<file path="src/rtl/shift_out_tx_pkg.sv">
// shift_out_tx_pkg: board clock default and phase-length helper for the serial shift-out transmitter.
package shift_out_tx_pkg;

    localparam int BOARD_MAIN_CLOCK_FREQ = 50_000_000;

    // Clock cycles per serial-clock half period; integer division truncates.
    function automatic int half_period(input int main_hz, input int shift_hz);
        return main_hz / (2 * shift_hz);
    endfunction

endpackage

</file>
<file path="src/rtl/shift_out_tx_if.sv">
// shift_out_tx_if: word handshake plus serial-in/parallel-out register lines.
interface shift_out_tx_if #(parameter int WIDTH = 8);

    logic [WIDTH-1:0] DATA_IN;
    logic             DATA_VALID_IN;
    logic             DATA_READY_OUT;
    logic             DONE_OUT;
    logic             SCLK_OUT;
    logic             SDATA_OUT;
    logic             LATCH_OUT;

    modport master (
        output DATA_IN, DATA_VALID_IN,
        input  DATA_READY_OUT, DONE_OUT, SCLK_OUT, SDATA_OUT, LATCH_OUT
    );

    modport slave (
        input  DATA_IN, DATA_VALID_IN,
        output DATA_READY_OUT, DONE_OUT, SCLK_OUT, SDATA_OUT, LATCH_OUT
    );

endinterface

</file>
<file path="src/rtl/shift_out_tx_tick_div.sv">
// tick_div: loadable down-counter; tc is high while the count sits at zero.
module tick_div #(
    parameter int W = 4
) (
    input  logic         clk,
    input  logic         rst,
    input  logic         load,
    input  logic [W-1:0] reload_val,
    output logic         tc
);

    logic [W-1:0] cnt_q, cnt_d;

    always_comb cnt_d = load ? reload_val : (cnt_q != '0 ? cnt_q - 1'b1 : cnt_q);

    always_ff @(posedge clk or posedge rst) begin
        if (rst) cnt_q <= '0;
        else     cnt_q <= cnt_d;
    end

    assign tc = (cnt_q == '0);

endmodule

</file>
<file path="src/rtl/shift_out_tx.sv">
// shift_out_tx: serialises a parallel word onto SCLK/SDATA and pulses LATCH for an
// external shift register; every phase lasts H = MAIN_CLOCK_FREQ/(2*SHIFT_FREQ) cycles.
module shift_out_tx
    import shift_out_tx_pkg::*;
#(
    parameter int MAIN_CLOCK_FREQ = BOARD_MAIN_CLOCK_FREQ,
    parameter int SHIFT_FREQ      = 1_000_000,
    parameter int WIDTH           = 8,
    parameter bit MSB_FIRST       = 1
) (
    input logic           CLK_IN,
    input logic           RST_IN,
    shift_out_tx_if.slave bus
);

    localparam int H  = half_period(MAIN_CLOCK_FREQ, SHIFT_FREQ);
    localparam int DW = (H > 1) ? $clog2(H) : 1;
    localparam int CW = (WIDTH > 1) ? $clog2(WIDTH) : 1;
    localparam logic [DW-1:0] RELOAD = DW'(H - 1);

    localparam logic [1:0] ST_IDLE  = 2'd0;
    localparam logic [1:0] ST_LOW   = 2'd1;
    localparam logic [1:0] ST_HIGH  = 2'd2;
    localparam logic [1:0] ST_LATCH = 2'd3;

    typedef enum logic [1:0] {
        IDLE  = ST_IDLE,
        LOW   = ST_LOW,
        HIGH  = ST_HIGH,
        LATCH = ST_LATCH
    } state_t;

    if (H < 1) begin : g_bad_h
        $error("shift_out_tx: MAIN_CLOCK_FREQ/(2*SHIFT_FREQ) must be at least 1");
    end

    state_t           state_q, state_d;
    logic [WIDTH-1:0] shreg_q, shreg_d, rot;
    logic [CW-1:0]    bit_q, bit_d;
    logic             sdata_q, sdata_d;
    logic             sclk_q, sclk_d;
    logic             latch_q, latch_d;
    logic             ready_q, ready_d;
    logic             done_q, done_d;
    logic             load, tc;

    tick_div #(.W(DW)) u_tick_div (
        .clk        (CLK_IN),
        .rst        (RST_IN),
        .load       (load),
        .reload_val (RELOAD),
        .tc         (tc)
    );

    // Rotating keeps the outgoing bit at a fixed end of the register.
    assign rot = MSB_FIRST ? ((shreg_q << 1) | (shreg_q >> (WIDTH - 1)))
                           : ((shreg_q >> 1) | (shreg_q << (WIDTH - 1)));

    always_comb begin
        state_d = state_q;
        shreg_d = shreg_q;
        bit_d   = bit_q;
        load    = 1'b0;
        done_d  = 1'b0;
        case (state_q)
            IDLE: if (bus.DATA_VALID_IN) begin
                state_d = LOW;
                load    = 1'b1;
                shreg_d = bus.DATA_IN;
                bit_d   = CW'(WIDTH - 1);
            end
            LOW: if (tc) begin
                state_d = HIGH;
                load    = 1'b1;
            end
            HIGH: if (tc) begin
                load = 1'b1;
                if (bit_q != '0) begin
                    state_d = LOW;
                    shreg_d = rot;
                    bit_d   = bit_q - 1'b1;
                end else begin
                    state_d = LATCH;
                end
            end
            LATCH: if (tc) begin
                state_d = IDLE;
                done_d  = 1'b1;
            end
            default: state_d = IDLE;
        endcase
        sdata_d = MSB_FIRST ? shreg_d[WIDTH-1] : shreg_d[0];
        sclk_d  = (state_d == HIGH);
        latch_d = (state_d == LATCH);
        ready_d = (state_d == IDLE);
    end

    always_ff @(posedge CLK_IN or posedge RST_IN) begin
        if (RST_IN) begin
            state_q <= IDLE;
            shreg_q <= '0;
            bit_q   <= '0;
            sdata_q <= 1'b0;
            sclk_q  <= 1'b0;
            latch_q <= 1'b0;
            ready_q <= 1'b1;
            done_q  <= 1'b0;
        end else begin
            state_q <= state_d;
            shreg_q <= shreg_d;
            bit_q   <= bit_d;
            sdata_q <= sdata_d;
            sclk_q  <= sclk_d;
            latch_q <= latch_d;
            ready_q <= ready_d;
            done_q  <= done_d;
        end
    end

    assign bus.DATA_READY_OUT = ready_q;
    assign bus.DONE_OUT       = done_q;
    assign bus.SCLK_OUT       = sclk_q;
    assign bus.SDATA_OUT      = sdata_q;
    assign bus.LATCH_OUT      = latch_q;

endmodule

</file>
<file path="src/flat_wrapper.sv">
// flat-port wrapper written by rule: the top's interface ports become plain ports
module shift_out_tx_flat import shift_out_tx_pkg::*;
#(
    parameter int MAIN_CLOCK_FREQ = BOARD_MAIN_CLOCK_FREQ,
    parameter int SHIFT_FREQ      = 1_000_000,
    parameter int WIDTH           = 8,
    parameter bit MSB_FIRST       = 1
)
  (CLK_IN, RST_IN, bus_DATA_IN, bus_DATA_VALID_IN, bus_DATA_READY_OUT, bus_DONE_OUT, bus_SCLK_OUT, bus_SDATA_OUT, bus_LATCH_OUT);
  shift_out_tx_if #(.WIDTH(WIDTH)) bus_i ();
  input logic CLK_IN;
  input logic RST_IN;
  input wire logic [$bits(bus_i.DATA_IN)-1:0] bus_DATA_IN;
  input wire logic [$bits(bus_i.DATA_VALID_IN)-1:0] bus_DATA_VALID_IN;
  output wire logic [$bits(bus_i.DATA_READY_OUT)-1:0] bus_DATA_READY_OUT;
  output wire logic [$bits(bus_i.DONE_OUT)-1:0] bus_DONE_OUT;
  output wire logic [$bits(bus_i.SCLK_OUT)-1:0] bus_SCLK_OUT;
  output wire logic [$bits(bus_i.SDATA_OUT)-1:0] bus_SDATA_OUT;
  output wire logic [$bits(bus_i.LATCH_OUT)-1:0] bus_LATCH_OUT;
  assign bus_i.DATA_IN = bus_DATA_IN;
  assign bus_i.DATA_VALID_IN = bus_DATA_VALID_IN;
  assign bus_DATA_READY_OUT = bus_i.DATA_READY_OUT;
  assign bus_DONE_OUT = bus_i.DONE_OUT;
  assign bus_SCLK_OUT = bus_i.SCLK_OUT;
  assign bus_SDATA_OUT = bus_i.SDATA_OUT;
  assign bus_LATCH_OUT = bus_i.LATCH_OUT;
  shift_out_tx #(.MAIN_CLOCK_FREQ(MAIN_CLOCK_FREQ), .SHIFT_FREQ(SHIFT_FREQ), .WIDTH(WIDTH), .MSB_FIRST(MSB_FIRST)) u_core (.CLK_IN(CLK_IN), .RST_IN(RST_IN), .bus(bus_i));
endmodule
</file>
<file path="config.mk">
export PLATFORM = sky130hd
export DESIGN_NAME = shift_out_tx_flat
export DESIGN_NICKNAME = d
export VERILOG_FILES = /design/src/rtl/shift_out_tx_pkg.sv /design/src/rtl/shift_out_tx_if.sv /design/src/rtl/shift_out_tx_tick_div.sv /design/src/rtl/shift_out_tx.sv /design/src/flat_wrapper.sv
export SDC_FILE = /design/constraint.sdc
export NUM_CORES = 1
export LEC_CHECK = 0
export BUFFER_PORTS_ARGS = -buffer_cell sky130_fd_sc_hd__buf_2
export CORE_ASPECT_RATIO = 0.8
export CORE_MARGIN = 4
export CORE_UTILIZATION = 56
export CTS_CLUSTER_DIAMETER = 40
export DETAILED_ROUTE_END_ITERATION = 8
export GPL_TIMING_DRIVEN = 0
export PLACE_DENSITY = 0.78
export SLEW_MARGIN = 5
export SYNTH_ARGS = -nofsm -noshare
export SYNTH_HDL_FRONTEND = slang
export SYNTH_SLANG_ARGS = --single-unit
</file>
<file path="constraint.sdc">
create_clock -name CLK_IN -period 3.1 [get_ports CLK_IN]
set_input_delay 0.31 -clock CLK_IN [delete_from_list [all_inputs] [get_ports CLK_IN]]
set_output_delay 0.31 -clock CLK_IN [all_outputs]
set_load 0.02 [all_outputs]
</file>
* Yosys cells after proc, flatten, opt, wreduce, memory -nomap -nowiden
Cells that the tools add are included.
Storage, ports and cells: input port bits 11, word-level logic and storage cells 49, bits in registers 22
Operators by class: equality and inequality tests 8, add/sub/neg operators 2, reduce and logical (&&, ||, !) cells 9, mux-type cells 20, bitwise operators 1
Operator list (count):
- two-way mux 8 bit | 3
- case mux 8 bit (2 select lines) | 1
- two-way mux 2 bit | 5
- two-way mux 5 bit | 2
- two-way mux 3 bit | 3
- == test 2 bit (second input constant) | 4
- OR 8 x 1 -> 8 bit | 1
- case mux 2 bit (4 select lines) | 1
- case mux 3 bit (2 select lines) | 1
- logical NOT 5 bit | 1
- nonzero test 5 bit | 1
- subtractor 5 x 1 -> 5 bit (second input constant) | 1
- logical NOT 2 bit | 2
- inequality test 2 x 1 -> 1 bit (second input constant) | 2
- AND reduction 4 bit | 1
- nonzero test 2 bit | 2
- two-way mux 1 bit | 3
- nonzero test 3 bit | 1
- subtractor 3 x 1 -> 3 bit (second input constant) | 1
- == test 2 x 1 -> 1 bit (second input constant) | 1
- inequality test 2 bit (second input constant) | 1
- case mux 1 bit (2 select lines) | 1
- OR reduction 2 bit | 1

* Logic depth before layout (Yosys ltp)
Gate-level depths: netlist of the first run.
word-level depth 5, gate-level depth with buffers 8, mapped depth without buffers 6

* Hierarchy
A second synthesis of the first run with hierarchy kept.
Unflattened totals: cells, all modules 109, area total of the unflattened synthesis 1291.2 sq um
Modules (own cells, without submodules):
- shift_out_tx | cells an instance 81, times used 1, area each 1008.5 sq um
- tick_div | cells an instance 28, times used 1, area each 282.8 sq um

* Worst setup path before layout of the first run
No wires, ideal clock.
path type reg2reg, start point register u_core.u_tick_div.cnt_q[0], end point register u_core.bit_q[0], slack 946 ps, path buffers 1, data required time 2975 ps, stages on the path, launching flop included 8, arrival 2029 ps, library setup time 125 ps, cells stage by stage dfrtp_1 -> inv_1 -> ha_1 -> or4b_1 -> buf_6 -> o21a_4 -> a21oi_4 -> mux2_2
Between the ends: word-level cells in the longest chain between the ends 3
Ends and longest elaborated chain:
- start: declaration | RTL line shift_out_tx_tick_div.sv:12 | logic [W-1:0] cnt_q, cnt_d;
- start signal: assignment | RTL line shift_out_tx_tick_div.sv:18 | else cnt_q <= cnt_d;
- logical NOT 5 bit | RTL line shift_out_tx_tick_div.sv:21 | assign tc = (cnt_q == '0);
- inequality test 2 x 1 -> 1 bit (no line)
- AND reduction 4 bit (no line)
- end signal: assignment | RTL line shift_out_tx.sv:111 | bit_q <= bit_d;
- end: declaration | RTL line shift_out_tx.sv:39 | logic [CW-1:0] bit_q, bit_d;
No other way between the ends. A chain may end at the register's enable or synchronous reset.

* Worst setup path after layout of the first run
start point register u_core.u_tick_div.cnt_q[0], end point register u_core.latch_q (netlist: u_core.bus.LATCH_OUT)
Between the ends: word-level cells in the longest chain between the ends 4, elaborated cells between the ends (all ways) 6
Ends and longest elaborated chain:
- logical NOT 5 bit (*) | RTL line shift_out_tx_tick_div.sv:21
- two-way mux 2 bit, on equally long branches | RTL line shift_out_tx.sv:86, shift_out_tx.sv:72, shift_out_tx.sv:76
- case mux 2 bit (4 select lines) (*) | RTL line shift_out_tx.sv:65 | case (state_q)
- named net u_core.state_d[0] | RTL line shift_out_tx.sv:37 | state_t state_q, state_d;
- == test 2 bit (*) | RTL line shift_out_tx.sv:94 | latch_d = (state_d == LATCH);
- named net u_core.latch_d | RTL line shift_out_tx.sv:42 | logic latch_q, latch_d;
- end signal: assignment | RTL line shift_out_tx.sv:114 | latch_q <= latch_d;
- end: declaration | RTL line shift_out_tx.sv:42
Mark *: on every way through the listed nets, which the timed path passes. The rest lies on a longest branch.

==> results of run 1 <==
==> through the flow <==
step	hold WS, ps	instances
2_1_floorplan	298	107
3_3_place_gp	483	146
3_5_place_dp	492	146
4_1_cts	152	150
5_1_grt	193	150
6_report	136	150
==> final cells by class <==
class	count	area, µm²	share of cell area, %
well taps	24	30.0	2.19
flip-flops and latches	22	552	40.3
inverters	9	33.8	2.47
clock inverters	1	30.0	2.19
multi-input cells	73	608	44.4
plain buffers	3	18.8	1.37
clock buffers	3	22.5	1.64
repair buffers	15	75.1	5.48
==> cells by family (layout without fill, tap and decap cells) <==
group | count (synthesis) | after routing | share of synthesized area [%]
simple gates | 29 | 29 | 13.2
fa+ha+maj | 9 | 9 | 9.29
mux | 18 | 18 | 16.7
buf+inv | 12 | 31 | 4.33
flops | 22 | 22 | 45.5
compound gates | 17 | 17 | 10.9
==> flip-flops by register name, indices dropped and copies added (netlist names) <==
name	count
u_core.shreg_q	8
u_core.u_tick_div.cnt_q	5
u_core.bit_q	3
u_core.state_q	2
u_core.bus.DATA_READY_OUT	1
u_core.bus.DONE_OUT	1
u_core.bus.LATCH_OUT	1
u_core.bus.SCLK_OUT	1
==> power groups by stage <==
stage,registers [mW],clock network [mW],logic [mW]
global route,0.493,0.240,0.441
finish,0.479,0.221,0.396
CTS,0.475,0.226,0.399
floorplan,0.481,0,0.291
global placement,0.474,0,0.367
detailed placement,0.482,0,0.395
==> final timing paths <==
| kind | startpoint | end | slack, ps | depth (start not counted) |
|---|---|---|---|---|
| max in group asynchronous | RST_IN | u_core.u_tick_div.cnt_q[0] | 2450 | 2 |
| min | RST_IN | u_core.shreg_q[6] | 140 | 2 |
| min reg2reg | u_core.bit_q[1] | u_core.bit_q[1] | 520 | 1 |
| max reg2reg | u_core.u_tick_div.cnt_q[0] | u_core.bus.LATCH_OUT | 690 | 6 |
| min in group CLK_IN | bus_DATA_IN[7] | u_core.shreg_q[7] | 350 | 3 |
| max | u_core.u_tick_div.cnt_q[0] | u_core.bus.LATCH_OUT | 690 | 6 |
==> routing by layer <==
layer  up-vias  GRT usage, %
met5         -             0
met4         0          5.17
met3         8          4.70
met2        22          23.9
met1       389          22.8
li1        413             -
==> layout by cell type (no fill, tap or decap), drive strengths merged <==
cell type  count
or2b           1
nor2           7
a211oi         2
a21oi          4
nand2          5
a2bb2oi        1
a21o           2
dfrtp         21
nand2b         1
o21a           2
clkbuf         5
nor3           3
nor2b          2
ha             9
nand4          1
dfstp          1
nor3b          2
or4b           1
a211o          1
inv            9
o21ai          3
nand3b         2
o211ai         1
nand3          1
nor4b          1
or3            1
o22ai          1
and2           1
mux2          18
buf           16
bufinv         1
==> results.sh, run 1 <==
export IMPL_p_per_area_nw_per_um2=800
export IMPL_rsz0062_at_grt="no"
export IMPL_seq_area_frac_synth_pct=45.5
export IMPL_p_comb_share_pct=36.2
export IMPL_synth_top_cell_by_area="dfrtp_1"
export IMPL_coreArea_um2=1960
export IMPL_firstDrtPassIters=4
export IMPL_grt_start_max_net_pins=23
export IMPL_syn_avg_cell_area_um2=11.3
export IMPL_synth_most_common_cell="dfrtp_1"
export IMPL_antenna_found_initial=0
export IMPL_postCtsSetupBuffers=0
export IMPL_synth_edf_count=0
export IMPL_crit_required_ps=3360
export IMPL_drc=0
export IMPL_insertion_delay_ps=310
export IMPL_switchingPower_mw=0.371
export IMPL_cts_clk_slew_worst_paths_ps=120
export IMPL_crit_chain="inv_1, ha_1, nor4b_1, nor3_1, a211oi_1, and2_1"
export IMPL_cts_tree="built"
export IMPL_worst_setup_path_type="register to register"
export IMPL_ioPinCount=16
export IMPL_cp_slowest_cell="nor4b_1"
export IMPL_setup_tns_ps=0
export IMPL_hpwl_um=1630
export IMPL_cap_violations=0
export IMPL_synth_fp_nets=127
export IMPL_start_util_pct=61.8
export IMPL_grt_overflow_total=0
export IMPL_period_needed_ps=2410
export IMPL_drtIter0Drc=56
export IMPL_highest_layer="met4"
export IMPL_hp_class="input port to asynchronous set/reset pin"
export IMPL_ys_ff_latch=22
export IMPL_endpoint_kind="register"
export IMPL_p_seq_share_pct=43.7
export IMPL_drt_met1_wl_um=1060
export IMPL_slew_headroom_pct=30.2
export IMPL_cts_sinks=22
export IMPL_clkPwrFrac_pct=20.2
export IMPL_rows=14
export IMPL_drv_slew=0
export IMPL_max_stage_delay_ps=860
export IMPL_ys_async_sr_fraction_pct=100
export IMPL_synth_distinct_cells=33
export IMPL_synth_top_area_share_pct=43.3
export IMPL_dp_slack_ps=701
export IMPL_ys_flop_type="dfrtp_1"
export IMPL_wl_per_cell_um=14.5
export IMPL_cp_top_family="simple AND/OR/NAND/NOR gates"
export IMPL_cts_resized=0
export IMPL_fin_util_pct=69.8
export IMPL_diodes=0
export IMPL_p_leak_nw=0.624
export IMPL_vias=832
export IMPL_gp_congestion=0.758
export IMPL_critPathLaunchType="register"
export IMPL_setup_ws_ps=691
export IMPL_grt_pass1_wl_um=3660
export IMPL_synth_commonest_cells="dfrtp_1, mux2_2, ha_1, inv_1, nor2_1"
export IMPL_layout_nets=147
export IMPL_port_buffers=15
export IMPL_status="complete, no violations"
export IMPL_drive_above_1_share_pct=34.9
export IMPL_fill_cells=152
export IMPL_wl_met2_um=961
export IMPL_fmax_ghz=0.415
export IMPL_arrival_ps=2670
export IMPL_hold_violations=0
export IMPL_grt_usage_pct=16.3
export IMPL_netSwitchingFraction_pct=33.8
export IMPL_report_power_total_mw=1.10
export IMPL_max_clock_path_buffers=2
export IMPL_fp_dieH_um=49.6
export IMPL_grt_pass1_vias=788
export IMPL_fin_area_um2=1370
export IMPL_syn_area_um2=1210
export IMPL_die_area_um2=2980
export IMPL_finalCritPeriodShare_pct=77.7
export IMPL_syn_inst=107
export IMPL_wl_um=2170
export IMPL_synthTopCellsByArea="dfrtp_1, mux2_2, ha_1"
export IMPL_ir_drop_v=0.000608
export IMPL_setup_viol=0
export IMPL_crit_buf_inv=1
export IMPL_worstPathMaxFanout=6
export IMPL_ctsHoldBuffers=0
export IMPL_max_slew_worst_pin_slew_ps=1030
export IMPL_die_x_um=60.0
export IMPL_cts_root_buf="clkbuf_4"
export IMPL_via_per_inst=5.55
export IMPL_synth_warnings=0
export IMPL_internal_power_mw=0.725
export IMPL_h_tree_depth=1
export IMPL_drtAntennaViolNets=0
export IMPL_clock_skew_ps=2.62
export IMPL_synthToLayoutAreaGrowth_pct=13.0
export IMPL_placed_area_um2=1320
export IMPL_cts_buffers=3
export IMPL_route_met3_wl_um=97
(Power assumes the default switching activity.)
==> run 2: changes to the inputs <==
==> constraint.sdc (replaced) <==
create_clock -name CLK_IN -period 2.4 [get_ports CLK_IN]
set_input_delay 0.24 -clock CLK_IN [delete_from_list [all_inputs] [get_ports CLK_IN]]
set_output_delay 0.24 -clock CLK_IN [all_outputs]
set_load 0.02 [all_outputs]
==> results.sh, run 2 (synthesized netlist as in run 1, its figures left out) <==
export IMPL_hold_violations=0
export IMPL_slew_headroom_pct=44.7
export IMPL_ioPinCount=16
export IMPL_antenna_found_initial=0
export IMPL_p_per_area_nw_per_um2=1040
export IMPL_firstDrtPassIters=4
export IMPL_die_area_um2=2980
export IMPL_fin_area_um2=1400
export IMPL_final_common_cell="dfrtp_1"
export IMPL_cts_sinks=22
export IMPL_grt_usage_pct=16.4
export IMPL_layout_nets=148
export IMPL_h_tree_depth=1
export IMPL_hpwl_um=1630
export IMPL_coreArea_um2=1960
export IMPL_wl_per_cell_um=14.8
export IMPL_fin_util_pct=71.3
export IMPL_max_clock_path_buffers=2
export IMPL_clock_skew_ps=6.10
export IMPL_synthToLayoutAreaGrowth_pct=15.4
export IMPL_port_buffers=15
export IMPL_grt_overflow_total=0
export IMPL_p_leak_nw=0.633
export IMPL_cts_buffers=3
export IMPL_largest_register_ffs=8
export IMPL_setup_viol=0
export IMPL_wl_um=2240
export IMPL_rsz0062_at_grt="no"
export IMPL_ir_drop_v=0.000777
export IMPL_drive_above_1_share_pct=37.0
export IMPL_rows=14
export IMPL_cts_clk_slew_worst_paths_ps=130
export IMPL_insertion_delay_ps=310
export IMPL_dp_cells=146
export IMPL_setup_tns_ps=0
export IMPL_endpoint_kind="register"
export IMPL_placed_area_um2=1320
export IMPL_gp_congestion=0.758
export IMPL_drv_slew=0
export IMPL_dp_slack_ps=1.30
export IMPL_fmax_ghz=0.434
export IMPL_report_power_total_mw=1.45
export IMPL_worstPathMaxFanout=10
export IMPL_largestRegisters="u_core.shreg_q (8), u_core.u_tick_div.cnt_q (5), u_core.bit_q (3)"
export IMPL_start_util_pct=61.8
export IMPL_arrival_ps=2510
export IMPL_grt_pass1_vias=792
export IMPL_grt_pass1_wl_um=3680
export IMPL_critPathLaunchType="register"
export IMPL_ctsHoldBuffers=0
export IMPL_max_slew_worst_pin_slew_ps=828
export IMPL_diodes=0
export IMPL_fill_cells=147
export IMPL_drtIter0Drc=32
export IMPL_fp_dieH_um=49.6
export IMPL_status="complete, no violations"
export IMPL_cts_tree="built"
export IMPL_worst_setup_path_type="register to register"
export IMPL_die_x_um=60.0
export IMPL_via_per_inst=5.52
export IMPL_setup_ws_ps=96.9
export IMPL_hp_class="input port to asynchronous set/reset pin"
export IMPL_final_cell_mix="dfrtp_1, mux2_2, buf_2"
export IMPL_final_cells=151
export IMPL_cts_root_buf="clkbuf_4"
export IMPL_drtAntennaViolNets=0
export IMPL_vias=833
export IMPL_period_needed_ps=2300
export IMPL_whs_ps=68.5
export IMPL_finalCritPeriodShare_pct=96.0
export IMPL_cap_violations=0
export IMPL_drc=0
export IMPL_top_register="u_core.shreg_q"
export IMPL_grt_start_max_net_pins=23
export IMPL_crit_required_ps=2600
-- run 2: power by group --
| group | switching (mW) | internal, mW |
|---|---|---|
| Clock | 0.116 | 0.169 |
| Sequential | 0.106 | 0.515 |
| Combinational | 0.270 | 0.278 |
-- run 2: final timing paths --
| check | depth (start not counted) | to | from | slack, ps |
|---|---|---|---|---|
| max in group asynchronous | 2 | u_core.shreg_q[4] | RST_IN | 1820 |
| max | 8 | u_core.shreg_q[4] | u_core.u_tick_div.cnt_q[0] | 100 |
| max reg2reg | 8 | u_core.shreg_q[4] | u_core.u_tick_div.cnt_q[0] | 100 |
| min reg2reg | 1 | u_core.bit_q[1] | u_core.bit_q[1] | 520 |
| min in group CLK_IN | 3 | u_core.shreg_q[2] | bus_DATA_IN[2] | 280 |
| min | 2 | u_core.shreg_q[2] | RST_IN | 70 |
-- run 2: area by class of cell --
type,instances,area (µm²),share of cell area [%]
clock buffers,3,22.5,1.61
inverters,9,33.8,2.42
flip-flops and latches,22,552,39.4
multi-input cells,73,617,44.1
clock inverters,1,30.0,2.15
plain buffers,3,18.8,1.34
well taps,24,30.0,2.15
repair buffers,16,95.1,6.80
-- run 2: critical path, cell delays in order (launching register included) --
cell	delay, ps
dfrtp_1	410
inv_1	90
ha_2	230
or4b_1	460
buf_6	160
o21a_4	220
a21oi_4	130
buf_12	150
mux2_2	340
-- run 2: layer usage --
metal	GRT usage (%)	part of all wire, %	up-vias
li1	-	-	417
met1	23.1	48	383
met2	23.9	45	25
met3	4.70	4.7	8
met4	5.17	2.1	0
met5	0	0	-
-- run 2: repair_timing --
item	in CTS	in global routing
setup endpoints to repair	1	10
cloned	0	0
setup buffers	0	1
gates resized for setup	1	1
==> run 3: changes to the inputs <==
--- a/config.mk
+++ b/config.mk
@@ -12,6 +12,7 @@
 export CTS_CLUSTER_DIAMETER = 40
 export DETAILED_ROUTE_END_ITERATION = 8
 export GPL_TIMING_DRIVEN = 0
+export HOLD_SLACK_MARGIN = 0.15
 export PLACE_DENSITY = 0.78
 export SLEW_MARGIN = 5
 export SYNTH_ARGS = -nofsm -noshare
==> results.sh, run 3 (synthesized netlist as in run 1, its figures left out) <==
export IMPL_status="complete, no violations"
export IMPL_fp_dieH_um=49.6
export IMPL_hold_end="u_core.shreg_q[2]"
export IMPL_diodes=0
export IMPL_worstHoldPathCells=3
export IMPL_cts_root_buf="clkbuf_4"
export IMPL_setup_tns_ps=0
export IMPL_max_slew_worst_pin_slew_ps=828
export IMPL_final_cell_mix="dfrtp_1, mux2_2, buf_2"
export IMPL_hpwl_um=1630
export IMPL_fill_cells=146
export IMPL_p_per_area_nw_per_um2=1030
export IMPL_largest_register_ffs=8
export IMPL_cts_clk_slew_worst_paths_ps=130
export IMPL_port_buffers=15
export IMPL_min_from="bus_DATA_IN[2]"
export IMPL_drv_slew=0
export IMPL_layout_nets=149
export IMPL_drive_above_1_share_pct=36.7
export IMPL_setup_viol=0
export IMPL_firstDrtPassIters=4
export IMPL_start_util_pct=61.8
export IMPL_drtAntennaViolNets=0
export IMPL_slew_headroom_pct=44.7
export IMPL_coreArea_um2=1960
export IMPL_fmax_ghz=0.434
export IMPL_cts_sinks=22
export IMPL_antenna_found_initial=0
export IMPL_clock_skew_ps=5.59
export IMPL_seq_area_um2=552
export IMPL_final_common_cell="dfrtp_1"
export IMPL_synthToLayoutAreaGrowth_pct=16.2
export IMPL_critPathLaunchType="register"
export IMPL_r2r_slack_ps=100
export IMPL_via_per_inst=5.52
export IMPL_ioPinCount=16
export IMPL_wl_per_cell_um=14.8
export IMPL_top_register="u_core.shreg_q"
export IMPL_die_area_um2=2980
export IMPL_timing_rr_end="u_core.shreg_q[4]"
export IMPL_cts_buffers=3
export IMPL_die_x_um=60.0
export IMPL_wl_um=2250
export IMPL_period_needed_ps=2300
export IMPL_grt_pass1_wl_um=3700
export IMPL_insertion_delay_ps=310
export IMPL_hp_class="input port to register"
export IMPL_multi_input_area_um2=617
export IMPL_arrival_ps=2510
export IMPL_rows=14
export IMPL_worst_setup_path_type="register to register"
export IMPL_final_cells=152
export IMPL_dp_cells=146
export IMPL_finalCritPeriodShare_pct=95.9
export IMPL_endpoint_kind="register"
export IMPL_grt_start_max_net_pins=23
export IMPL_vias=839
export IMPL_grt_usage_pct=16.4
export IMPL_p_leak_nw=0.637
export IMPL_largestRegisters="u_core.shreg_q (8), u_core.u_tick_div.cnt_q (5), u_core.bit_q (3)"
export IMPL_grt_pass1_vias=791
export IMPL_worstReg2RegStart="u_core.u_tick_div.cnt_q[0]"
export IMPL_gp_congestion=0.758
export IMPL_whs_ps=277
export IMPL_cap_violations=0
export IMPL_rsz0062_at_grt="no"
export IMPL_h_tree_depth=1
export IMPL_cts_tree="built"
export IMPL_ir_drop_v=0.000782
export IMPL_drtIter0Drc=21
export IMPL_crit_required_ps=2610
export IMPL_worstPathMaxFanout=10
export IMPL_hold_violations=0
export IMPL_drc=0
export IMPL_ff2ff_path_depth=8
export IMPL_grt_overflow_total=0
export IMPL_max_clock_path_buffers=2
## run 3: report_power, final
group | leakage (nW) | switching (mW) | total [mW] | internal (mW)
clock | 0.0279 | 0.116 | 0.285 | 0.169
combinational | 0.351 | 0.270 | 0.550 | 0.280
sequential | 0.258 | 0.106 | 0.621 | 0.515
total | 0.637 | 0.492 | 1.46 | 0.964
## run 3: repair_timing
| action | CTS | global route |
|---|---|---|
| hold endpoints to repair | 21 | 0 |
| endpoints found under the setup margin | 1 | 10 |
| gates resized for setup | 1 | 1 |
| setup buffers | 0 | 1 |
| hold buffers | 1 | 0 |
## run 3: worst max path at each step
stage          depth (start not counted)                       start  slack (ps)              endpoint
2_1_floorplan                          7  u_core.u_tick_div.cnt_q[0]         250       u_core.bit_q[0]
3_3_place_gp                           6  u_core.u_tick_div.cnt_q[0]          70  u_core.bus.LATCH_OUT
3_5_place_dp                           6  u_core.u_tick_div.cnt_q[0]           1  u_core.bus.LATCH_OUT
4_1_cts                                7  u_core.u_tick_div.cnt_q[0]          10     u_core.shreg_q[4]
5_1_grt                                8  u_core.u_tick_div.cnt_q[0]           8     u_core.shreg_q[2]
6_report                               8  u_core.u_tick_div.cnt_q[0]         100     u_core.shreg_q[4]
## run 3: per-stage QoR
step	utilization, %	power (mW)	area [µm²]	worst slack [ps]
after floorplan	-	0.997	1210	246
after global placement	67.2	1.09	1320	71.9
after detailed placement	67.2	1.13	1320	1.30
after CTS	70.7	1.43	1390	11.0
after global routing	71.8	1.56	1410	8.10
final	71.8	1.46	1410	97.6
## run 3: layer usage
metal | GRT usage, % | share of wire [%] | up-vias
met2 | 23.9 | 45 | 25
met3 | 4.70 | 4.7 | 8
met4 | 5.17 | 2.0 | 0
met1 | 23.3 | 48 | 387
li1 | - | - | 419
met5 | 0 | 0 | -
## run 3: cell type report
class                      instances  area share (%)
inverter                           9            2.40
clock inverter                     1            2.13
timing repair buffer              17            7.46
multi-input combinational         73            43.8
buffer                             3            1.33
sequential                        22            39.2
tap                               24            2.13
clock buffer                       3            1.60
## run 3: worst max-delay path, cell delays in order, from the launching register on
cell     delay (ps)
dfrtp_1         410
inv_1            90
ha_2            230
or4b_1          460
buf_6           160
o21a_4          220
a21oi_4         130
buf_12          150
mux2_2          340
